## src/rtl/aircon_off_timer_pkg.sv

```systemverilog
// Shared types and defaults for the airconditioner power-off timer.
package aircon_off_timer_pkg;

  localparam int unsigned VAL_W_DEF          = 5;
  localparam int unsigned TICKS_PER_UNIT_DEF = 60;

  typedef enum logic [2:0] {
    ST_OFF    = 3'd0,
    ST_ON     = 3'd1,
    ST_RUN    = 3'd2,
    ST_EXPIRE = 3'd3,
    ST_HOLD   = 3'd4
  } state_e;

endpackage

```

## src/rtl/aircon_off_timer_unit_tick_gen.sv

```systemverilog
// Prescaler for the off timer: pulses tick_c_o on the last clk cycle of each timer unit.
module aircon_off_timer_unit_tick_gen #(
  parameter int unsigned TICKS = 60
) (
  input  logic clk,
  input  logic rst,
  input  logic clear_i,
  input  logic enable_i,
  output logic tick_c_o
);

  localparam int unsigned CNT_W = (TICKS > 1) ? $clog2(TICKS) : 1;
  localparam logic [CNT_W-1:0] TERM = CNT_W'(TICKS - 1);

  logic [CNT_W-1:0] cnt_q;
  logic [CNT_W-1:0] cnt_d;

  assign tick_c_o = enable_i && (cnt_q == TERM);

  // clear wins over counting so a restart always begins a full unit
  always_comb begin
    cnt_d = cnt_q;
    if (clear_i) begin
      cnt_d = '0;
    end else if (enable_i) begin
      cnt_d = tick_c_o ? '0 : cnt_q + CNT_W'(1);
    end
  end

  always_ff @(posedge clk) begin
    if (rst) begin
      cnt_q <= '0;
    end else begin
      cnt_q <= cnt_d;
    end
  end

endmodule

```

## src/rtl/aircon_off_timer.sv

```systemverilog
// Power-gating stage: counts the timer setting down in units and cuts power on expiry,
// holding it off until the user releases and re-asserts the power request.
module aircon_off_timer
  import aircon_off_timer_pkg::*;
#(
  parameter int unsigned VAL_W          = VAL_W_DEF,
  parameter int unsigned TICKS_PER_UNIT = TICKS_PER_UNIT_DEF
) (
  input  logic             clk,
  input  logic             rst,
  input  logic             pwr_in_i,
  input  logic [VAL_W-1:0] timer_val_i,
  input  logic             timer_load_i,
  input  logic             cancel_i,
  output logic             pwr_out_o,
  output logic [VAL_W-1:0] remaining_o,
  output logic             running_o,
  output logic             expired_o
);

  state_e           state_q, state_d;
  logic [VAL_W-1:0] remaining_q, remaining_d;
  logic             pwr_out_q, running_q, expired_q;
  logic             restart_c;
  logic             tick_c;
  logic             load_nz_c;
  logic             presc_clear_c;

  assign load_nz_c     = timer_load_i && (timer_val_i != '0);
  assign presc_clear_c = (state_d != ST_RUN) || restart_c;

  aircon_off_timer_unit_tick_gen #(
    .TICKS (TICKS_PER_UNIT)
  ) u_tick_gen (
    .clk      (clk),
    .rst      (rst),
    .clear_i  (presc_clear_c),
    .enable_i (state_q == ST_RUN),
    .tick_c_o (tick_c)
  );

  // Next state and remaining count; RUN priority: power drop > cancel > load > tick
  always_comb begin
    state_d     = state_q;
    remaining_d = remaining_q;
    restart_c   = 1'b0;
    unique case (state_q)
      ST_OFF: begin
        if (pwr_in_i) state_d = ST_ON;
      end
      ST_ON: begin
        if (!pwr_in_i) begin
          state_d = ST_OFF;
        end else if (load_nz_c) begin
          state_d     = ST_RUN;
          remaining_d = timer_val_i;
          restart_c   = 1'b1;
        end
      end
      ST_RUN: begin
        if (!pwr_in_i) begin
          state_d     = ST_OFF;
          remaining_d = '0;
        end else if (cancel_i || (timer_load_i && !load_nz_c)) begin
          state_d     = ST_ON;
          remaining_d = '0;
        end else if (load_nz_c) begin
          remaining_d = timer_val_i;
          restart_c   = 1'b1;
        end else if (tick_c) begin
          if (remaining_q <= VAL_W'(1)) begin
            state_d     = ST_EXPIRE;
            remaining_d = '0;
          end else begin
            remaining_d = remaining_q - VAL_W'(1);
          end
        end
      end
      ST_EXPIRE: begin
        state_d = ST_HOLD;
      end
      ST_HOLD: begin
        if (!pwr_in_i) state_d = ST_OFF;
      end
      default: begin
        state_d     = ST_OFF;
        remaining_d = '0;
      end
    endcase
  end

  // Outputs are decoded from the next state so they land on the same edge as the transition
  always_ff @(posedge clk) begin
    if (rst) begin
      state_q     <= ST_OFF;
      remaining_q <= '0;
      pwr_out_q   <= 1'b0;
      running_q   <= 1'b0;
      expired_q   <= 1'b0;
    end else begin
      state_q     <= state_d;
      remaining_q <= remaining_d;
      pwr_out_q   <= (state_d == ST_ON) || (state_d == ST_RUN);
      running_q   <= (state_d == ST_RUN);
      expired_q   <= (state_d == ST_EXPIRE);
    end
  end

  assign pwr_out_o   = pwr_out_q;
  assign remaining_o = remaining_q;
  assign running_o   = running_q;
  assign expired_o   = expired_q;

endmodule

```

## config.mk

```make
export PLATFORM = sky130hd
export DESIGN_NAME = aircon_off_timer
export DESIGN_NICKNAME = d
export VERILOG_FILES = /design/src/rtl/aircon_off_timer_pkg.sv /design/src/rtl/aircon_off_timer_unit_tick_gen.sv /design/src/rtl/aircon_off_timer.sv
export SDC_FILE = /design/constraint.sdc
export NUM_CORES = 1
export LEC_CHECK = 0
export ABC_AREA = 1
export CAP_MARGIN = 10
export CORE_MARGIN = 10
export CORE_UTILIZATION = 41
export CTS_BUF_LIST = sky130_fd_sc_hd__clkbuf_4
export DETAILED_ROUTE_END_ITERATION = 16
export GPL_ROUTABILITY_DRIVEN = 0
export GPL_TIMING_DRIVEN = 0
export HOLD_SLACK_MARGIN = 0.15
export PLACE_DENSITY = 0.62
export SYNTH_ARGS = -nofsm -noshare
export SYNTH_HDL_FRONTEND = slang
export SYNTH_HIERARCHICAL = 1
export SYNTH_SLANG_ARGS = --single-unit
```

## constraint.sdc

```tcl
create_clock -name clk -period 4.4 [get_ports clk]
set_input_delay 0.66 -clock clk [delete_from_list [all_inputs] [get_ports clk]]
set_output_delay 0.66 -clock clk [all_outputs]
set_load 0.01 [all_outputs]
```

==> results.json <==
{
  "async_reset_ff_frac": 0,
  "antenna_found_initial": 0,
  "fin_tns_setup_ps": 0,
  "root_buffer": "clkbuf_4",
  "fin_crit_sh": 0.565,
  "slowest_stage": "clkdlybuf4s50_1",
  "hold_viol": 0,
  "cp_max_fo": 10,
  "syn2layout_area_growth_pct": 20.5,
  "cp-end-kind": "flip-flop",
  "fin_nets": 225,
  "wl_per_cell_um": 11.3,
  "cp_num_buf_inv": 3,
  "num_io_pins": 18,
  "r2r-start": "state_q[1]",
  "cts_resized": 0,
  "ant_nets": 0,
  "max_slew_margin": 0.681,
  "grt_first_pass_wirelength_um": 4980,
  "synthDistinctLibCells": 24,
  "syn_area_per_cell_sq_um": 6.07,
  "setup_violations": 0,
  "p_per_area_nw_per_um2": 238,
  "clkLatencyLatePin_ps": 290,
  "wl_um": 2720,
  "hold_start": "u_tick_gen/cnt_q[1]",
  "vias": 1191,
  "hold_path_class": "reg -> reg",
  "dr.pass1.iters": 4,
  "synth-seq-cells": 17,
  "slowest_delay_ps": 510,
  "drive_gt1_frac": 0.0948,
  "htree_levels": 1,
  "worstPathArrival_ps": 2730,
  "crit_type": "in -> reg",
  "holdPathStages": 2,
  "multi_input_area_sq_um": 703,
  "seq_area_sq_um": 340,
  "ff2ff_setup_slack_ps": 2090,
  "cts_buffer_depth": 2,
  "cpMostUsedCell": "nand2_1",
  "cts_buffers": 3,
  "vias_per_cell": 4.92,
  "portBuffers": 17,
  "setup_ws_ps": 1910,
  "required_ps": 4640,
  "grt_usage": 0.111,
  "cts_sinks": 17,
  "die_x_um": 73.0,
  "maxCapViolations": 0,
  "grt_pass1_vias": 1158,
  "synth_warnings": 6,
  "crit_chain": "clkdlybuf4s50_1, nor2_1, nand3_1, nand2_1, buf_2, nand3_1, nand2_1, nand2_1, nand2_1, nand2_1, nand3_1, nor2_1, inv_1, a21oi_2, nand2_1, nor2_2",
  "leakage_nw": 0.628,
  "tightest_slew_ps": 476,
  "n_antenna_cell": 0,
  "die_y_um": 73.0,
  "core_sq_um": 2730,
  "hold_buffers": 0,
  "num_rows": 19,
  "holdPathEnd": "u_tick_gen/cnt_q[1]",
  "clock.fmax_mhz": 402,
  "clk_pin_slew_ps": 100,
  "ys.flop_type": "dfxtp_1",
  "r2r_end": "u_tick_gen/cnt_q[0]",
  "grt_overflow_total": 0,
  "critPathTopFamily": "simple AND/OR/NAND/NOR gates",
  "drc": 0,
  "fill_cells": 293,
  "synthCells": 190,
  "finalCriticalPeriod_ps": 2490,
  "ir_drop_mv": 0.142,
  "rsz0062_at_grt": "no",
  "synth_nets": 203,
  "reg2reg_depth": 17,
  "grt_max_degree": 12,
  "dp_slack_ps": 1610,
  "syn-cell-area_sq_um": 1150,
  "post-cts-setup-buffers": 0,
  "cp-start-kind": "input pin",
  "die-area_sq_um": 5340,
  "dpl.hpwl_um": 2240,
  "drv_slew": 0,
  "ys_seq_area_frac": 0.295,
  "synth_edf_count": 0,
  "drt_iter0_markers": 54,
  "outcome": "finished clean",
  "start_util": 0.422,
  "cts_tree": "yes",
  "fin_skew_ps": 13.0
}
==> synth_stat cells (2+ instances only) <==
library cell / instances / share of area
a21oi_1: 8 / 0.035
dfxtp_1: 17 / 0.30
ha_1: 3 / 0.033
inv_1: 28 / 0.091
nand2_1: 58 / 0.19
nand3_1: 14 / 0.061
nand4_1: 3 / 0.016
nor2_1: 29 / 0.094
nor2_2: 6 / 0.033
nor3_1: 2 / 0.0087
o21ai_0: 8 / 0.035
xor2_1: 2 / 0.015
==> cell usage in the layout, fill, tap and decap left out, types with 2 or more instances in the layout <==
cell / instances
nand2_1: 58
nor2_1: 29
inv_1: 28
dfxtp_1: 17
clkdlybuf4s50_1: 17
nand3_1: 14
a21oi_1: 8
o21ai_0: 8
nor2_2: 6
nand4_1: 3
ha_1: 3
clkbuf_4: 3
xor2_1: 2
nor3_1: 2
==> flip-flops by register name, summed over array words and instances (netlist names) <==
name and flops:
pwr_out_o 1, running_o 1, expired_o 1, remaining_o 5, state_q 3, u_tick_gen/cnt_q 6
==> metal layers <==
metal | track usage | vias up | part of all wire
met5 | 0 | - | 0
met4 | 0.0401 | 0 | 0.0062
met3 | 0.0327 | 2 | 0.058
met2 | 0.187 | 16 | 0.47
met1 | 0.128 | 534 | 0.47
li1 | - | 639 | -
==> worst reg2reg max path: cells and delay by family, from the launching register on <==
family                 cells  cell delay, ps
AOI/OAI and AO/OA          1              60
buffers and inverters      3             310
DFF                        1             430
and+or+nand+nor           13            1410
==> cell families after synthesis <==
family	after synthesis	share of synthesized area
adders and majority gates	3	0.0325
AOI/OAI and AO/OA	21	0.108
DFF	17	0.295
xor gates and xnor gates	2	0.0152
and+or+nand+nor	118	0.453
buffers and inverters	29	0.0954
==> through the flow <==
step,power [W],std cells,util,hold slack [ps],area [sq um]
2_1_floorplan,0.000222,190,-,456,1150
3_3_place_gp,0.000253,238,0.498,471,1360
3_5_place_dp,0.000254,238,0.498,494,1360
4_1_cts,0.000338,242,0.508,512,1390
5_1_grt,0.000357,242,0.508,541,1390
6_report,0.000331,242,0.508,504,1390
==> worst max path at each step <==
stage                     depth (start not counted)                  end      startpoint
after CTS                                        16  u_tick_gen/cnt_q[5]  timer_val_i[0]
final                                            16  u_tick_gen/cnt_q[5]  timer_val_i[0]
after detailed placement                         16  u_tick_gen/cnt_q[5]  timer_val_i[0]
after global placement                           16  u_tick_gen/cnt_q[4]  timer_val_i[0]
after floorplan                                  15  u_tick_gen/cnt_q[4]  timer_val_i[3]
after global routing                             16  u_tick_gen/cnt_q[0]  timer_val_i[0]
==> report_power, final <==
| part | switching, W | internal (W) | leakage, nW |
|---|---|---|---|
| Clock | 0.0000476 | 0.0000337 | 0.0177 |
| Combinational | 0.0000483 | 0.0000363 | 0.472 |
| Sequential | 0.00000609 | 0.000159 | 0.138 |
| Total | 0.000102 | 0.000229 | 0.628 |
==> final cells by class <==
class / count / share of cell area
multi-input cells: 144 / 0.506
flip-flops and latches: 17 / 0.245
repair buffers: 17 / 0.122
inverters: 28 / 0.0756
well taps: 31 / 0.0279
clock buffers: 3 / 0.0162
clock inverters: 1 / 0.00360
plain buffers: 1 / 0.00360
Power figures use the tool's default switching activity.
==> RTL change 1 (same settings) <==
Encoding of `state_e`: now Gray code (3 bits for 5 states).
--- a/src/rtl/aircon_off_timer_pkg.sv
+++ b/src/rtl/aircon_off_timer_pkg.sv
@@ -5,11 +5,11 @@
   localparam int unsigned TICKS_PER_UNIT_DEF = 60;
 
   typedef enum logic [2:0] {
-    ST_OFF    = 3'd0,
-    ST_ON     = 3'd1,
-    ST_RUN    = 3'd2,
-    ST_EXPIRE = 3'd3,
-    ST_HOLD   = 3'd4
+    ST_OFF    = 3'b000,
+    ST_ON     = 3'b001,
+    ST_RUN    = 3'b011,
+    ST_EXPIRE = 3'b010,
+    ST_HOLD   = 3'b110
   } state_e;
 
 endpackage
Check against the original RTL: no difference found for any inputs over 10 cycles, from zero or initial values and one cycle with rst high; not proved beyond that.
==> RTL change 1 against the original RTL <==
- clock power grew 3.6%
- final area fell by 0.72%
- worst setup slack gained 0.099 ns
- sequential cell count unchanged
- synthesized area shrank 0.87%
- sequential share of layout area up 0.18 points
- first-iteration DRC count grew 9.3%
- total power is 2.0% lower
- routed wire length fell by 6.8%
==> RTL change 1: results (changes against the original RTL) <==
* PortBufs at 17 (unchanged)
* First-pass GRT wire length at 4657 µm (-6.5%)
* Comb power frac at 0.237 (-0.018)
* Diodes inserted at 0 (unchanged)
* DP HPWL at 2122 µm (-5.2%)
* Xor and xnor area share after synthesis at 0.01532 (+0.0001329)
* Synth Area in Adders at 0.03282 (+0.0002848)
* Top post-synthesis cells by count: nand2_1 (67), inv_1 (28), nor2_1 (27)
* Cell variety after synth at 25 (+4.2%)
* Run status: finished, final reports clean
* Pre-CTS setup slack at 1.716 ns (+0.1114 ns)
* Area contributors post-synth: dfxtp_1 (30%), nand2_1 (22%), inv_1 (9.2%), nor2_1 (8.9%), nand3_1 (4.4%)
* Clock-pin slew on the worst setup and hold paths at 0.10 ns (about the same)
* Clk pwr share at 0.260 (+0.014)
* Clock skew at 0.003575 ns (-0.009468 ns)
* Compound-gate portion of the synthesized area at 0.07112 (-0.03734)
* Internal power at 0.0002259 W (-1.5%)
* Placed Instances at 235 (-1.3%)
* Layout Cells excl Fill at 239 (-1.2%)
* Peak supply drop at 0.0001671 V (+18%)
* Post-synthesis sequential area ratio at 0.2976 (+0.002582)
* Post-synth net total at 200 (-1.5%)
* CP Data Arrival Time at 2.62 ns (-0.11 ns)
* Mapped Cells at 187 (-1.6%)
* Post-Route WL at 2538 µm (-6.8%)
* Number of CTS-inserted buffers at 3 (unchanged)
* Rel. slew slack at 0.6768 (-0.004621)
* Largest net degree at the start of global routing at 11 (-1)
* Fin nets at 222 (-1.3%)
* Layout cells sized above 1 at 0.09135 (-0.003441)
* Drt initial violations at 59 (+9.3%)
* Leak pwr at 0.6733 nW (+7.2%)
* All-Layer GR Usage at 0.1048 (-0.006100)
* Vias in the first global route at 1094 (-5.5%)
[RTL change 1: cell count changes after synthesis, sizes merged, moves of 2 or more]
cell / before / now
nand2: 59 / 70
o21ai: 9 / 2
nand3: 15 / 11
nor2: 36 / 32
nand3b: 0 / 2
[RTL change 1: layer usage]
layer	up-vias	track usage	routed length [µm]
met5	-	0	0
met3	2	0.03401	144
met2	17	0.1744	1175
li1	621	-	-
met1	526	0.1220	1200
met4	0	0.03797	17
[RTL change 1: logic make-up (layout without fill, tap and decap cells)]
kind of cell             after synthesis  in the layout
flip-flops                            17             17
XOR/XNOR                               2              2
AO/OA/AOI/OAI                         13             13
buffers and inverters                 30             51
AND/OR/NAND/NOR                      122            122
adder cells (fa/ha/maj)                3              3
[RTL change 1: metrics by stage]
stage	area [µm²]	total power [W]	hold WS (ns)
finish	1380	0.0003248	0.4960
global route	1380	0.0003469	0.5346
CTS	1380	0.0003305	0.5008
detailed placement	1353	0.0002443	0.4840
global placement	1353	0.0002432	0.4751
floorplan	1144	0.0002148	0.4561
[RTL change 1: cell type report]
type                    count  area, µm²
clock buffers               3      22.52
multi-input cells         140      689.4
fillers                   294       1330
clock inverters             1      5.005
repair buffers             17      170.2
inverters                  30      113.9
flip-flops and latches     17      340.3
well taps                  31      38.79
[RTL change 1: worst paths after layout]
| check | from | endpoint | slack [ns] | cells past startpoint |
|---|---|---|---|---|
| worst min-delay path | u_tick_gen/cnt_q[1] | u_tick_gen/cnt_q[1] | 0.50 | 2 |
| worst min register to register | u_tick_gen/cnt_q[1] | u_tick_gen/cnt_q[1] | 0.50 | 2 |
| worst max-delay path | timer_val_i[2] | u_tick_gen/cnt_q[5] | 2.01 | 13 |
| worst max register to register | state_q[2] | u_tick_gen/cnt_q[5] | 2.05 | 18 |
==> RTL change 2 (same settings) <==
Made on the original files. `TICKS_PER_UNIT_DEF`: 60 -> 120.
--- a/src/rtl/aircon_off_timer_pkg.sv
+++ b/src/rtl/aircon_off_timer_pkg.sv
@@ -2,7 +2,7 @@
 package aircon_off_timer_pkg;
 
   localparam int unsigned VAL_W_DEF          = 5;
-  localparam int unsigned TICKS_PER_UNIT_DEF = 60;
+  localparam int unsigned TICKS_PER_UNIT_DEF = 120;
 
   typedef enum logic [2:0] {
     ST_OFF    = 3'd0,
Function: same outputs for any inputs over 10 cycles, from zero or initial values and one cycle with rst high; that may be too few to reach the edited logic, so the function may still have changed.
==> RTL change 2 against the original RTL <==
- total power grew 2.6%
- worst setup slack gained 0.13 ns
- combinational power grew 1%
- final area grew 2.8%
- synthesized area grew 3.8%
- sequential cell count grew 1
- first-iteration DRC count shrank 7.4%
- clock skew shrank 0.0069 ns
- routed wire length grew 2.6%
==> RTL change 2: results (changes against the original RTL) <==
* Via count at 1231 (+3.4%)
* Max incr delay on CP at 0.45 ns (-0.06 ns)
* Wire length on met3 at 93 µm (-41%)
* Root Driver: clkbuf_4
* Met3 usage at 0.01330 (-0.01936)
* DR WL/cell at 11.26 µm (about the same)
* Layout non-clock buf frac at 0.1226 (-0.003421)
* Multi-input gate area at 726.9 µm² (+3.4%)
* CP delay by family, top: simple AND/OR/NAND/NOR gates
* ClkCell Share at 0.01576 (-0.004040)
* Worst R2R Path Depth at 13 (-4)
* Comb. pwr at 0.0000856 W (+1%)
* Power Clock at 0.0000798 W (-2%)
* Post-synth ARST share at 0 (unchanged)
* Met1 Wirelength at 1321 µm (+3.9%)
* Fin nets at 232 (+3.1%)
* Reg2Reg Setup Slack at 2.04 ns (-0.05 ns)
* Area contributors post-synth: dfxtp_1 (30%), nand2_1 (18%), nor2_1 (9.7%), nand3_1 (8.4%), inv_1 (7.8%)
* CP Data Arrival Time at 2.56 ns (-0.17 ns)
* All-Layer GR Usage at 0.1070 (-0.003959)
* Run status: finished, final reports clean
* Core Util, Final at 0.5137 (+0.005253)
* Layout cells sized above 1 at 0.09677 (+0.001987)
* Most flops, register: u_tick_gen/cnt_q
* First-pass GRT wire length at 4892 µm (-1.8%)
* Grt met1 use at 0.1289 (+0.0007281)
* Mapped Cells at 197 (+3.7%)
* Yosys warnings at 6 (unchanged)
* Switching portion of total power at 0.3043 (-0.003556)
* Multi-input gates at 150 (+4.2%)
* Layout Cells excl Fill at 248 (+2.5%)
* Placed instance area at 1406 µm² (+3.2%)
* WHS Endpoint: u_tick_gen/cnt_q[6]
* Seq/total area at 0.2522 (+0.007365)
* Critical R2R Capture: remaining_o[4]
* Max Used Layer: met4
* Hold path start: u_tick_gen/cnt_q[6]
* Drt initial violations at 50 (-7.4%)
* Number of synthesized register bits at 18 (+1)
* Later-pin clock latency in the skew report at 0.29 ns (about the same)
* Top post-synthesis cells by count: nand2_1 (58), nor2_1 (31), inv_1 (25)
* Peak supply drop at 0.0001355 V (-4.4%)
* Rel. slew slack at 0.6800 (-0.001460)
* Worst Path Max Fanout at 11 (+1)
* CP max stage cell: dfxtp_1
* Max FFs per register at 7 (+1)
* Fill cell count at 300 (+2.4%)
* Pre-CTS setup slack at 1.768 ns (+0.1630 ns)
* DP HPWL at 2300 µm (+2.7%)
* Leak pwr at 0.6244 nW (-0.63%)
* Post-synthesis sequential area ratio at 0.3009 (+0.005930)
* Drt first pass iters at 4 (unchanged)
* Clock skew at 0.006118 ns (-0.006925 ns)
* Clk pwr share at 0.235 (-0.011)
* Hold_ws at 0.4954 ns (-0.008237 ns)
* WL met2 at 1328 µm (+4.1%)
* GR met2 Demand/Resource at 0.1866 (-0.0006485)
* GRT Residual Overflow at 0 (unchanged)
* Post-synth net total at 210 (+3.4%)
* Hold Path Stages at 2 (unchanged)
==> RTL change 2: cell count changes after synthesis, sizes merged <==
cell   before  now
nor2       36   38
a21oi       9    8
dfxtp      17   18
nor3        4    3
nand3      15   21
==> RTL change 2: worst max path at each step <==
| stage | start | end | slack [ns] |
|---|---|---|---|
| 5_1_grt | state_q[1] | remaining_o[4] | 1.80 |
| 4_1_cts | state_q[1] | remaining_o[4] | 2.03 |
| 3_3_place_gp | timer_val_i[2] | u_tick_gen/cnt_q[5] | 1.80 |
| 3_5_place_dp | timer_val_i[2] | u_tick_gen/cnt_q[5] | 1.77 |
| 2_1_floorplan | state_q[1] | u_tick_gen/cnt_q[3] | 2.51 |
| 6_report | state_q[1] | remaining_o[4] | 2.04 |
==> RTL change 2: kinds of logic after synthesis <==
kind of cell | share of synthesized area
buffers and inverters | 0.09195
AOI/OAI and AO/OA | 0.09719
and+or+nand+nor | 0.4640
DFF | 0.3009
xor gates and xnor gates | 0.01463
adders and majority gates | 0.03135
